### src/rtl/io_pkg.sv
// io_pkg
// Shared I/O address map for the switch/button input port and the read-data
// decoder. Also holds the read multiplexer so that every user decodes the
// addresses the same way.
//   IO_ADDR_SW   : debounced slide switches
//   IO_ADDR_BTN  : debounced button levels
//   IO_ADDR_PEND : button-press pending bits (write-1-to-clear)
//   IO_ADDR_MASK : interrupt mask
package io_pkg;

  localparam logic [3:0] IO_ADDR_SW   = 4'h2;
  localparam logic [3:0] IO_ADDR_BTN  = 4'h4;
  localparam logic [3:0] IO_ADDR_PEND = 4'h8;
  localparam logic [3:0] IO_ADDR_MASK = 4'hC;

  // Inputs arrive already zero-extended to 32 bits; unmapped addresses read 0.
  function automatic logic [31:0] io_read_mux(
    input logic [3:0]  addr,
    input logic [31:0] sw,
    input logic [31:0] btn,
    input logic [31:0] pend,
    input logic [31:0] mask
  );
    logic [31:0] rd;
    rd = 32'h0;
    case (addr)
      IO_ADDR_SW:   rd = sw;
      IO_ADDR_BTN:  rd = btn;
      IO_ADDR_PEND: rd = pend;
      IO_ADDR_MASK: rd = mask;
      default:      rd = 32'h0;
    endcase
    return rd;
  endfunction

endpackage

### src/rtl/sw_btn_input_port_debounce.sv
// sw_btn_input_port_debounce
// One-bit input conditioner: 2-flop synchronizer followed by a debounce
// counter. The stable output follows the synchronized input only after it has
// differed for DEBOUNCE_CYCLES consecutive cycles.
// Ports:
//   clk      : system clock
//   reset    : synchronous, active-low
//   i_raw    : raw asynchronous input
//   o_stable : debounced level
//   o_rise   : high in the cycle whose edge moves o_stable from 0 to 1
module sw_btn_input_port_debounce #(
  parameter int DEBOUNCE_CYCLES = 4
) (
  input  logic clk,
  input  logic reset,
  input  logic i_raw,
  output logic o_stable,
  output logic o_rise
);

  localparam int CW = $clog2(DEBOUNCE_CYCLES + 1);
  localparam logic [CW-1:0] LAST = CW'(DEBOUNCE_CYCLES - 1);

  logic          r_sync1;
  logic          r_sync2;
  logic          r_stable;
  logic [CW-1:0] r_cnt;
  logic          w_diff;
  logic          w_done;

  assign w_diff = r_sync2 ^ r_stable;
  // The DEBOUNCE_CYCLES-th differing cycle is the one where the counter
  // already holds DEBOUNCE_CYCLES-1.
  assign w_done = w_diff & (r_cnt == LAST);

  always_ff @(posedge clk) begin
    if (!reset) begin
      r_sync1  <= 1'b0;
      r_sync2  <= 1'b0;
      r_stable <= 1'b0;
      r_cnt    <= '0;
    end else begin
      r_sync1 <= i_raw;
      r_sync2 <= r_sync1;
      if (!w_diff) begin
        r_cnt <= '0;
      end else if (w_done) begin
        r_stable <= r_sync2;
        r_cnt    <= '0;
      end else begin
        r_cnt <= r_cnt + 1'b1;
      end
    end
  end

  assign o_stable = r_stable;
  assign o_rise   = w_done & r_sync2;

endmodule

### src/rtl/sw_btn_input_port.sv
// sw_btn_input_port
// Memory-mapped switch and push-button input port with per-bit debouncing,
// press-pending latches (write-1-to-clear), an interrupt mask and a level irq.
// Ports:
//   clk        : system clock
//   reset      : synchronous, active-low
//   SWITCH     : raw slide switches (asynchronous)
//   BTN        : raw push buttons (asynchronous, 1 = pressed)
//   IOAddr     : low 4 address bits of the I/O access
//   IOWrite    : store strobe
//   writedata  : store data
//   IOReadData : combinational read data for IOAddr
//   irq        : registered |(pending & mask)
module sw_btn_input_port
  import io_pkg::*;
#(
  parameter int DEBOUNCE_CYCLES = 4,
  parameter int NUM_BTN         = 4
) (
  input  logic               clk,
  input  logic               reset,
  input  logic [7:0]         SWITCH,
  input  logic [NUM_BTN-1:0] BTN,
  input  logic [3:0]         IOAddr,
  input  logic               IOWrite,
  input  logic [31:0]        writedata,
  output logic [31:0]        IOReadData,
  output logic               irq
);

  logic [7:0]         w_sw_stable;
  logic [7:0]         w_unused_sw_rise;
  logic [NUM_BTN-1:0] w_btn_stable;
  logic [NUM_BTN-1:0] w_btn_rise;
  logic               w_unused_wdata;
  logic               w_wr_pend;
  logic               w_wr_mask;

  logic [NUM_BTN-1:0] r_pending;
  logic [NUM_BTN-1:0] r_mask;
  logic               r_irq;

  for (genvar g = 0; g < 8; g++) begin : g_sw
    sw_btn_input_port_debounce #(
      .DEBOUNCE_CYCLES(DEBOUNCE_CYCLES)
    ) u_db (
      .clk     (clk),
      .reset   (reset),
      .i_raw   (SWITCH[g]),
      .o_stable(w_sw_stable[g]),
      .o_rise  (w_unused_sw_rise[g])
    );
  end

  for (genvar g = 0; g < NUM_BTN; g++) begin : g_btn
    sw_btn_input_port_debounce #(
      .DEBOUNCE_CYCLES(DEBOUNCE_CYCLES)
    ) u_db (
      .clk     (clk),
      .reset   (reset),
      .i_raw   (BTN[g]),
      .o_stable(w_btn_stable[g]),
      .o_rise  (w_btn_rise[g])
    );
  end

  // Only the low NUM_BTN data bits are ever stored.
  assign w_unused_wdata = ^writedata[31:NUM_BTN];

  assign w_wr_pend = IOWrite && (IOAddr == IO_ADDR_PEND);
  assign w_wr_mask = IOWrite && (IOAddr == IO_ADDR_MASK);

  always_ff @(posedge clk) begin
    if (!reset) begin
      r_pending <= '0;
      r_mask    <= '0;
      r_irq     <= 1'b0;
    end else begin
      // A press debouncing on the same edge as a clear must not be lost,
      // so the new press is OR-ed in after the clear.
      if (w_wr_pend) begin
        r_pending <= (r_pending & ~writedata[NUM_BTN-1:0]) | w_btn_rise;
      end else begin
        r_pending <= r_pending | w_btn_rise;
      end
      if (w_wr_mask) begin
        r_mask <= writedata[NUM_BTN-1:0];
      end
      r_irq <= |(r_pending & r_mask);
    end
  end

  assign IOReadData = io_read_mux(IOAddr,
                                  32'(w_sw_stable),
                                  32'(w_btn_stable),
                                  32'(r_pending),
                                  32'(r_mask));
  assign irq = r_irq;

endmodule

### config.mk
export PLATFORM = sky130hd
export DESIGN_NAME = sw_btn_input_port
export DESIGN_NICKNAME = d
export VERILOG_FILES = /design/src/rtl/io_pkg.sv /design/src/rtl/sw_btn_input_port_debounce.sv /design/src/rtl/sw_btn_input_port.sv
export SDC_FILE = /design/constraint.sdc
export NUM_CORES = 1
export LEC_CHECK = 0
export ABC_AREA = 0
export CELL_PAD_IN_SITES_DETAIL_PLACEMENT = 1
export CELL_PAD_IN_SITES_GLOBAL_PLACEMENT = 2
export CORE_MARGIN = 2
export CORE_UTILIZATION = 28
export CTS_BUF_LIST = sky130_fd_sc_hd__clkbuf_4 sky130_fd_sc_hd__clkbuf_8
export CTS_CLUSTER_SIZE = 12
export DETAILED_ROUTE_END_ITERATION = 7
export GPL_TIMING_DRIVEN = 0
export PLACE_DENSITY = 0.78
export SLEW_MARGIN = 0
export SYNTH_ARGS = -nofsm -noshare
export SYNTH_HDL_FRONTEND = slang
export SYNTH_SLANG_ARGS = --single-unit
export TNS_END_PERCENT = 5
### constraint.sdc
create_clock -name clk -period 1.4 [get_ports clk]
set_clock_uncertainty 0.2 [all_clocks]
set_input_delay 0.35 -clock clk [delete_from_list [all_inputs] [get_ports clk]]
set_output_delay 0.35 -clock clk [all_outputs]
set_load 0.01 [all_outputs]
==> results by group, run 1 <==
Place
  – Port buffer count: 28
  – DP HPWL: 4.96 mm
  – Routability congestion estimate: between 0.7 and 0.8
  – Placed insts: 520

Status
  – Status: complete, but fails checks
  – Violated checks: setup timing

Setup path
  – Origin of the critical flop-to-flop path: g_btn[0].u_db.r_cnt[0]
  – CP Class: input pin to primary output
  – Largest stage delay on the critical path: 0.24 ns
  – Cell mode on critical path: buf_6
  – Critical Path AT: ~1.3 ns
  – CP Launch Point: IOAddr[1]
  – CP Cell Sequence: buf_8 > and2b_4 > buf_6 > buf_6 > a22oi_2 > o22ai_4 > buf_2
  – Crit-path max FO: 3
  – Startpoint Class: input pin
  – Data required time of the worst path: 0.85 ns
  – CP Capture Type: primary output
  – Critical-path top delay cell: and2b_4

Min path
  – Worst Hold Launch: IOAddr[2]
  – Hold crit path type: input pin to register

Logic synthesis
  – Synth Warn #: 0
  – Library cells used by synthesis: 27
  – Synthesized netlist cell count: roughly 330
  – Syn_area_per_cell: 10.1 sq um
  – Synthesized flop and latch total: 81
  – Sequential area share after synthesis: 49.2%
  – Synth Cell Area: 3300 sq um

Clock network
  – Clock net sink count: between 80 and 90
  – TritonCTS clock tree: built
  – Clk pin slew, worst setup/hold paths: ~0.08 ns
  – Root Driver: clkbuf_8
  – Longest Clk Path Bufs: 2
  – H-tree depth reported by CTS: 3
  – CTS Buf Count: 9
  – Clk_lat worst skew: between 0.3 and 0.4 ns

Floorplanning
  – Starting density of the core: 28.8%
  – Num rows: 39
  – Die area: around 13000 sq um
  – Die W: 113 um
  – Core area: 11500 sq um
  – I/O pins: 84
  – Die H: 113 um

Drt
  – TritonRoute pass-1 iters: 4
  – Final wirelength: 6.72 mm
  – Antenna viol nets, final: 0
  – Via count: 2269
  – Vias per inst: roughly 4.2
  – Drt drc: 0
  – Avg WL per Cell: 12.4 um
  – Initial DRC Count: 50

Power and ir drop
  – Power per cell area: 1020 nW/um^2
  – Comb power frac: 7.4%
  – P_int: 3.45 mW
  – Max VDD drop: 344 uV
  – Sequential share of power: 53.5%
  – Switch Pwr: 981 uW
  – Leak: 1.89 nW
  – Switching share of power: around 22%
  – Power share of the clock group: 39.1%

Global routing
  – Initial antenna violation count: 0
  – Global-route met3 utilization: 3.02%
  – Met2 Use GR: 18.6%
  – Vias in the first global route: 2241
  – Remaining Overflow, GRT: 0
  – Largest net degree at the start of global routing: 13
  – Total GRT Usage: 11.2%
  – Gr busiest metal: met2
  – Met1 usage: 13.6%
  – First-pass GRT wire length: ~11 mm

Layout
  – Fill count: about 1300
  – Nets@finish: 471
  – Sequential Area: about 1600 sq um
  – Most common cell after layout, fill and taps aside: dfxtp_1
  – Final cell count without fillers: 544
  – Syn-to-layout area delta: 31.7%
  – Most frequent cells in the layout: dfxtp_1 (71), nor2_1 (37), buf_4 (28)
  – ANT cells: 0
  – Multi-input logic area: 1650 sq um
  – Share of post-route cells with drive strength above 1: 24.2%

STA
  – Final setup violation count: 8
  – Final min period: 1.83 ns
  – Unrepaired setup endpoints after global routing: true
  – Setup WS post-layout: -0.435 ns
  – Slew Viols, Final: 0
  – Endpoints failing hold: 0
  – Fmax: approximately 0.54 GHz
  – Worst Max-Slew Pin Slew: 0.555 ns
  – Setup_tns: -2.79 ns
  – Rel. slew slack: 63.0%
  – Fin crit share: 131%

Job
  – Max cap viols: 0
[synthesized netlist by cell type, drive strengths merged]
cell type	number	area, sq um
a21boi	3	22.5
a22oi	6	45.0
and2	24	150
and2b	1	10.0
and3	4	25.0
buf	27	201
clkbuf	6	22.5
conb	1	3.75
dfxtp	81	1620
ha	24	300
inv	24	90.1
mux2i	18	180
nand2	13	48.8
nand2b	2	12.5
nand3b	13	110
nand4b	1	15.0
nor2	38	143
nor2b	11	68.8
o21ai	4	20.0
o21bai	4	30.0
o22ai	4	25.0
o311a	4	40.0
or2	1	6.26
xor2	12	105
[cell type report]
cell class	instances	area share, %
multi-input cells	211	38.0
flip-flops and latches	81	37.6
repair buffers	36	7.93
plain buffers	33	5.59
well taps	143	4.12
clock buffers	13	3.69
inverters	24	2.07
clock inverters	3	0.922
[per-stage QoR]
stage / setup slack [ns] / power, mW / hold slack [ns] / area, sq um / util (%)
final: -0.435 / 4.43 / 0.135 / 4340 / 37.9
after global routing: -0.465 / 4.64 / 0.120 / 4340 / 37.9
after CTS: -0.430 / 4.51 / 0.115 / 4300 / 37.5
after detailed placement: -1.26 / 2.72 / 0.216 / 3940 / 34.4
after global placement: -1.23 / 2.72 / 0.206 / 3940 / 34.4
after floorplan: -0.109 / 2.62 / 0.199 / 3480 / -
[worst paths after layout]
check | end | slack, ns | depth (start not counted)
max | IOReadData[3] | -0.43 | 7
min | r_pending[2] | 0.13 | 2
max reg2reg | r_pending[0] | 0 | 5
min reg2reg | g_btn[1].u_db.r_cnt[0] | 0.21 | 1
[power groups by stage]
stage,clock [mW],sequential [mW],combinational (mW)
after floorplan,0,2.42,0.201
after global placement,0,2.42,0.297
after detailed placement,0,2.42,0.302
after CTS,1.81,2.37,0.330
after global routing,1.90,2.37,0.364
final,1.73,2.37,0.329
[kinds of logic after synthesis]
logic type / synth area share [%]
AND/OR/NAND/NOR: 17.9
flip-flops: 49.2
multiplexers: 5.46
adder cells (fa/ha/maj): 9.11
other: 0.114
AO/OA/AOI/OAI: 5.54
buffers and inverters: 9.53
XOR/XNOR: 3.19
[sequential cells by signal, indices dropped and copies added (netlist names), 8 cells and up]
signal	cells
g_sw.u_db.r_cnt	24
g_sw.u_db.r_sync1	8
g_sw.u_db.o_stable	8
g_sw.u_db.r_sync2	8
g_btn.u_db.r_cnt	12
[routing by layer]
metal	vias to the layer above	routed length, um
met2	42	3220
met1	1066	3100
met3	12	283
met5	-	0
met4	0	128
li1	1149	-
[critical path: cells and delay by family]
kind                   cells  cell delay, ns
buffers and inverters      4            0.46
and+or+nand+nor            1            0.24
AOI/OAI and AO/OA          2            0.23
[what timing repair did]
| action | CTS | global route |
|---|---|---|
| resized for setup | 70 | 6 |
| setup buffers | 8 | 0 |
| endpoints found under the setup margin | 17 | 18 |
| gates cloned | 0 | 0 |
| hold buffers | 0 | 0 |
| pin swaps | 11 | 0 |
No activity file was read; power rests on OpenSTA's default activity.
==> inputs of run 2 (changes only) <==
CORE_UTILIZATION = 29   (was 28)
PLACE_DENSITY = 0.79   (was 0.78)
REMOVE_ABC_BUFFERS = 1   (was default)
SYNTH_HIERARCHICAL = 1   (was default)
==> run 2 against run 1 <==
Against the previous run:
- the flow still finishes with violations (setup timing)
- worst hold slack better by 0.079 ns
- utilization about the same
- clock-buffer cell count down 2
- die area down 2.1%
- cell count down 7.5%
- via count down 0.31%
- area after synthesis up 1.3%
- combinational power down 16%
- first-iteration DRC count down 10%
- sequential cell count unchanged
- wire length down 1.2%
==> results by group, run 2 <==
Layout
  – Top reg by flops: g_sw.u_db/r_cnt
  – Sequential Area: 1650 sq um (+1.1%)
  – Fill count: 1253 (-3.2%)
  – Nets@finish: 430 (-8.7%)
  – Regs by FF count: g_sw.u_db/r_cnt: 24 flops, g_btn.u_db/r_cnt: 12 flops
  – Cell area after layout: 4290 sq um (-1.2%)
  – Most common cell after layout, fill and taps aside: dfxtp_1
  – Largest register FFs: 24 (unchanged)
  – Multi-input logic area: 1820 sq um (+10%)
  – Syn-to-layout area delta: 28.5%
  – Most frequent cells in the layout: dfxtp_1 (56), dfxtp_2 (25), conb_1 (24), and2_1 (24), nand2_1 (21)
  – ANT cells: 0 (unchanged)
  – Share of post-route cells with drive strength above 1: 33.6% (+9.4 points)
  – Fin util: 37.9% (about the same)

Min path
  – Worst Hold Launch: g_sw[0].u_db/r_cnt[0]
  – Worst Hold Path Cells: 1 (-1)
  – Hold crit path type: register to register
  – Hold endpoint: g_sw[0].u_db/r_cnt[0]

Global routing
  – Remaining Overflow, GRT: 0 (unchanged)
  – Initial antenna violation count: 0 (unchanged)
  – First-pass GRT wire length: 11.3 mm (+4.2%)
  – Vias in the first global route: 2331 (+4.0%)
  – Total GRT Usage: 11.4% (+0.27 points)
  – Largest net degree at the start of global routing: 47 (+34)

Status
  – Violated checks: setup timing
  – Status: complete, but fails checks

Place
  – DP HPWL: 4.55 mm (-8.1%)
  – Routability congestion estimate: 0.715 (-8.3%)
  – Dpl ws: -1.60 ns (-0.343 ns)
  – Dpl cell area: 3740 sq um (-5.1%)
  – Port buffer count: 31 (+11%)

Setup path
  – Critical Path AT: 1.19 ns (-0.09 ns)
  – Critical-path top delay cell: or3b_4
  – Crit-path max FO: 5 (+2)
  – RR Endpoint: r_pending[3]
  – Data required time of the worst path: 0.85 ns (about the same)
  – CP Class: input pin to primary output
  – Largest stage delay on the critical path: 0.45 ns (+0.21 ns)
  – CP Capture Type: primary output
  – Reg2reg path depth: 6 (+1)
  – Startpoint Class: input pin
  – CP delay by family, top: simple AND/OR/NAND/NOR gates
  – Origin of the critical flop-to-flop path: g_btn[3].u_db/r_cnt[0]
  – CP Cell Sequence: buf_8 > or3b_4 > o22ai_2 > buf_2
  – Reg-to-reg slack, setup: 0 ns (unchanged)
  – Crit path buffers/inverters: 2 (-2)

Floorplanning
  – I/O pins: 84 (unchanged)
  – Num rows: 39 (unchanged)
  – Die H: 111 um (-1.1%)
  – Starting density of the core: 29.5% (+0.75 points)
  – Core area: 11300 sq um (-1.3%)
  – Die W: 111 um (-1.1%)
  – Die area: 12400 sq um (-2.1%)

Power and ir drop
  – Power share of the clock group: 39.4% (+0.3 points)
  – Power per cell area: 1020 nW/um^2 (-0.31%)
  – Max VDD drop: 443 uV (+29%)
  – Switch Pwr: 986 uW (+0.53%)
  – Sequential share of power: 54.2% (+0.7 points)
  – Switching share of power: 22.6% (+0.45 points)
  – P_int: 3.38 mW (-2.1%)
  – Leak: 1.56 nW (-18%)
  – Comb power frac: 6.4% (-1.0 points)

Logic synthesis
  – Synth Cell Area: 3340 sq um (+1.3%)
  – Synthesized netlist cell count: 308 (-5.5%)
  – Syn_area_per_cell: 10.8 sq um (+7.2%)
  – Synth Warn #: 6 (+6)

Drt
  – Avg WL per Cell: 13.2 um (+6.9%)
  – Drt drc: 0 (unchanged)
  – Vias per inst: 4.50 (+7.8%)
  – Initial DRC Count: 45 (-10%)
  – Via count: 2262 (-0.31%)
  – Final wirelength: 6.65 mm (-1.2%)
  – TritonRoute pass-1 iters: 3 (-1)
  – Antenna viol nets, final: 0 (unchanged)

Clock network
  – Clock net sink count: 81 (unchanged)
  – TritonCTS clock tree: built
  – Root Driver: clkbuf_8
  – Clk_lat worst skew: 0.35 ns (about the same)
  – Longest Clk Path Bufs: 2 (unchanged)
  – Post-CTS Hold Buffers: 0 (unchanged)
  – CTS Buf Count: 9 (unchanged)
  – Clk pin slew, worst setup/hold paths: 0.08 ns (about the same)
  – H-tree depth reported by CTS: 3 (unchanged)

STA
  – Slew Viols, Final: 0 (unchanged)
  – Fin crit share: 124% (-6.8 points)
  – Final min period: 1.74 ns (-0.0957 ns)
  – Endpoints failing hold: 0 (unchanged)
  – Fmax: 0.575 GHz (+5.5%)
  – Unrepaired setup endpoints after global routing: true
  – Setup WS post-layout: -0.339 ns (+0.0957 ns)
  – Setup_tns: -2.09 ns (+0.704 ns)
  – Final setup violation count: 8 (unchanged)

Job
  – Max cap viols: 0 (unchanged)
[run 2: cell type report]
class                   count  area share (%)
clock buffers              11            3.38
inverters                  16            1.40
clock inverters             5            1.28
flip-flops and latches     81            38.5
well taps                 143            4.17
multi-input cells         208            42.5
repair buffers             39            8.78
[run 2: repair_timing]
action	CTS	global route
gates resized for setup	109	45
setup buffers	6	1
setup endpoints to repair	22	44
pin swaps	4	6
[run 2: worst register-to-register path, cell delays in order, from the launching register on]
cell and delay, ns:
dfxtp_2 0.34, ha_2 0.19, ha_4 0.15, nand2_1 0.08
nor2_2 0.10, o21ai_0 0.08, a41oi_1 0.18
[run 2: power by group through the flow]
stage          Sequential, mW  Clock, mW  Combinational (mW)
5_1_grt                  2.37       1.87               0.307
3_5_place_dp             2.42          0               0.234
6_report                 2.37       1.72               0.278
4_1_cts                  2.37       1.77               0.269
3_3_place_gp             2.42          0               0.227
2_1_floorplan            2.42          0               0.113
[run 2: metal layers]
metal	vias up	wire (um)	track usage, %	share of wire [%]
li1	1122	-	-	-
met2	37	3280	19.8	49
met3	9	212	2.62	3.2
met4	0	122	4.94	1.8
met5	-	0	0	0
met1	1094	3040	13.6	46
[run 2: stage by stage]
step | instances | total power [mW] | hold WS [ns]
global route | 503 | 4.55 | 0.232
global placement | 479 | 2.65 | 0.214
floorplan | 305 | 2.53 | 0.208
CTS | 502 | 4.41 | 0.218
detailed placement | 480 | 2.65 | 0.220
finish | 503 | 4.37 | 0.214
[run 2: how the worst max path moves through the flow]
stage,cells after the start,end,startpoint
finish,4,IOReadData[0],IOAddr[1]
global route,3,IOReadData[0],g_sw[0].u_db/o_stable
CTS,4,IOReadData[0],IOAddr[1]
detailed placement,5,IOReadData[1],IOAddr[3]
global placement,2,g_sw[5].u_db/r_cnt[1],reset
floorplan,3,IOReadData[0],IOAddr[1]
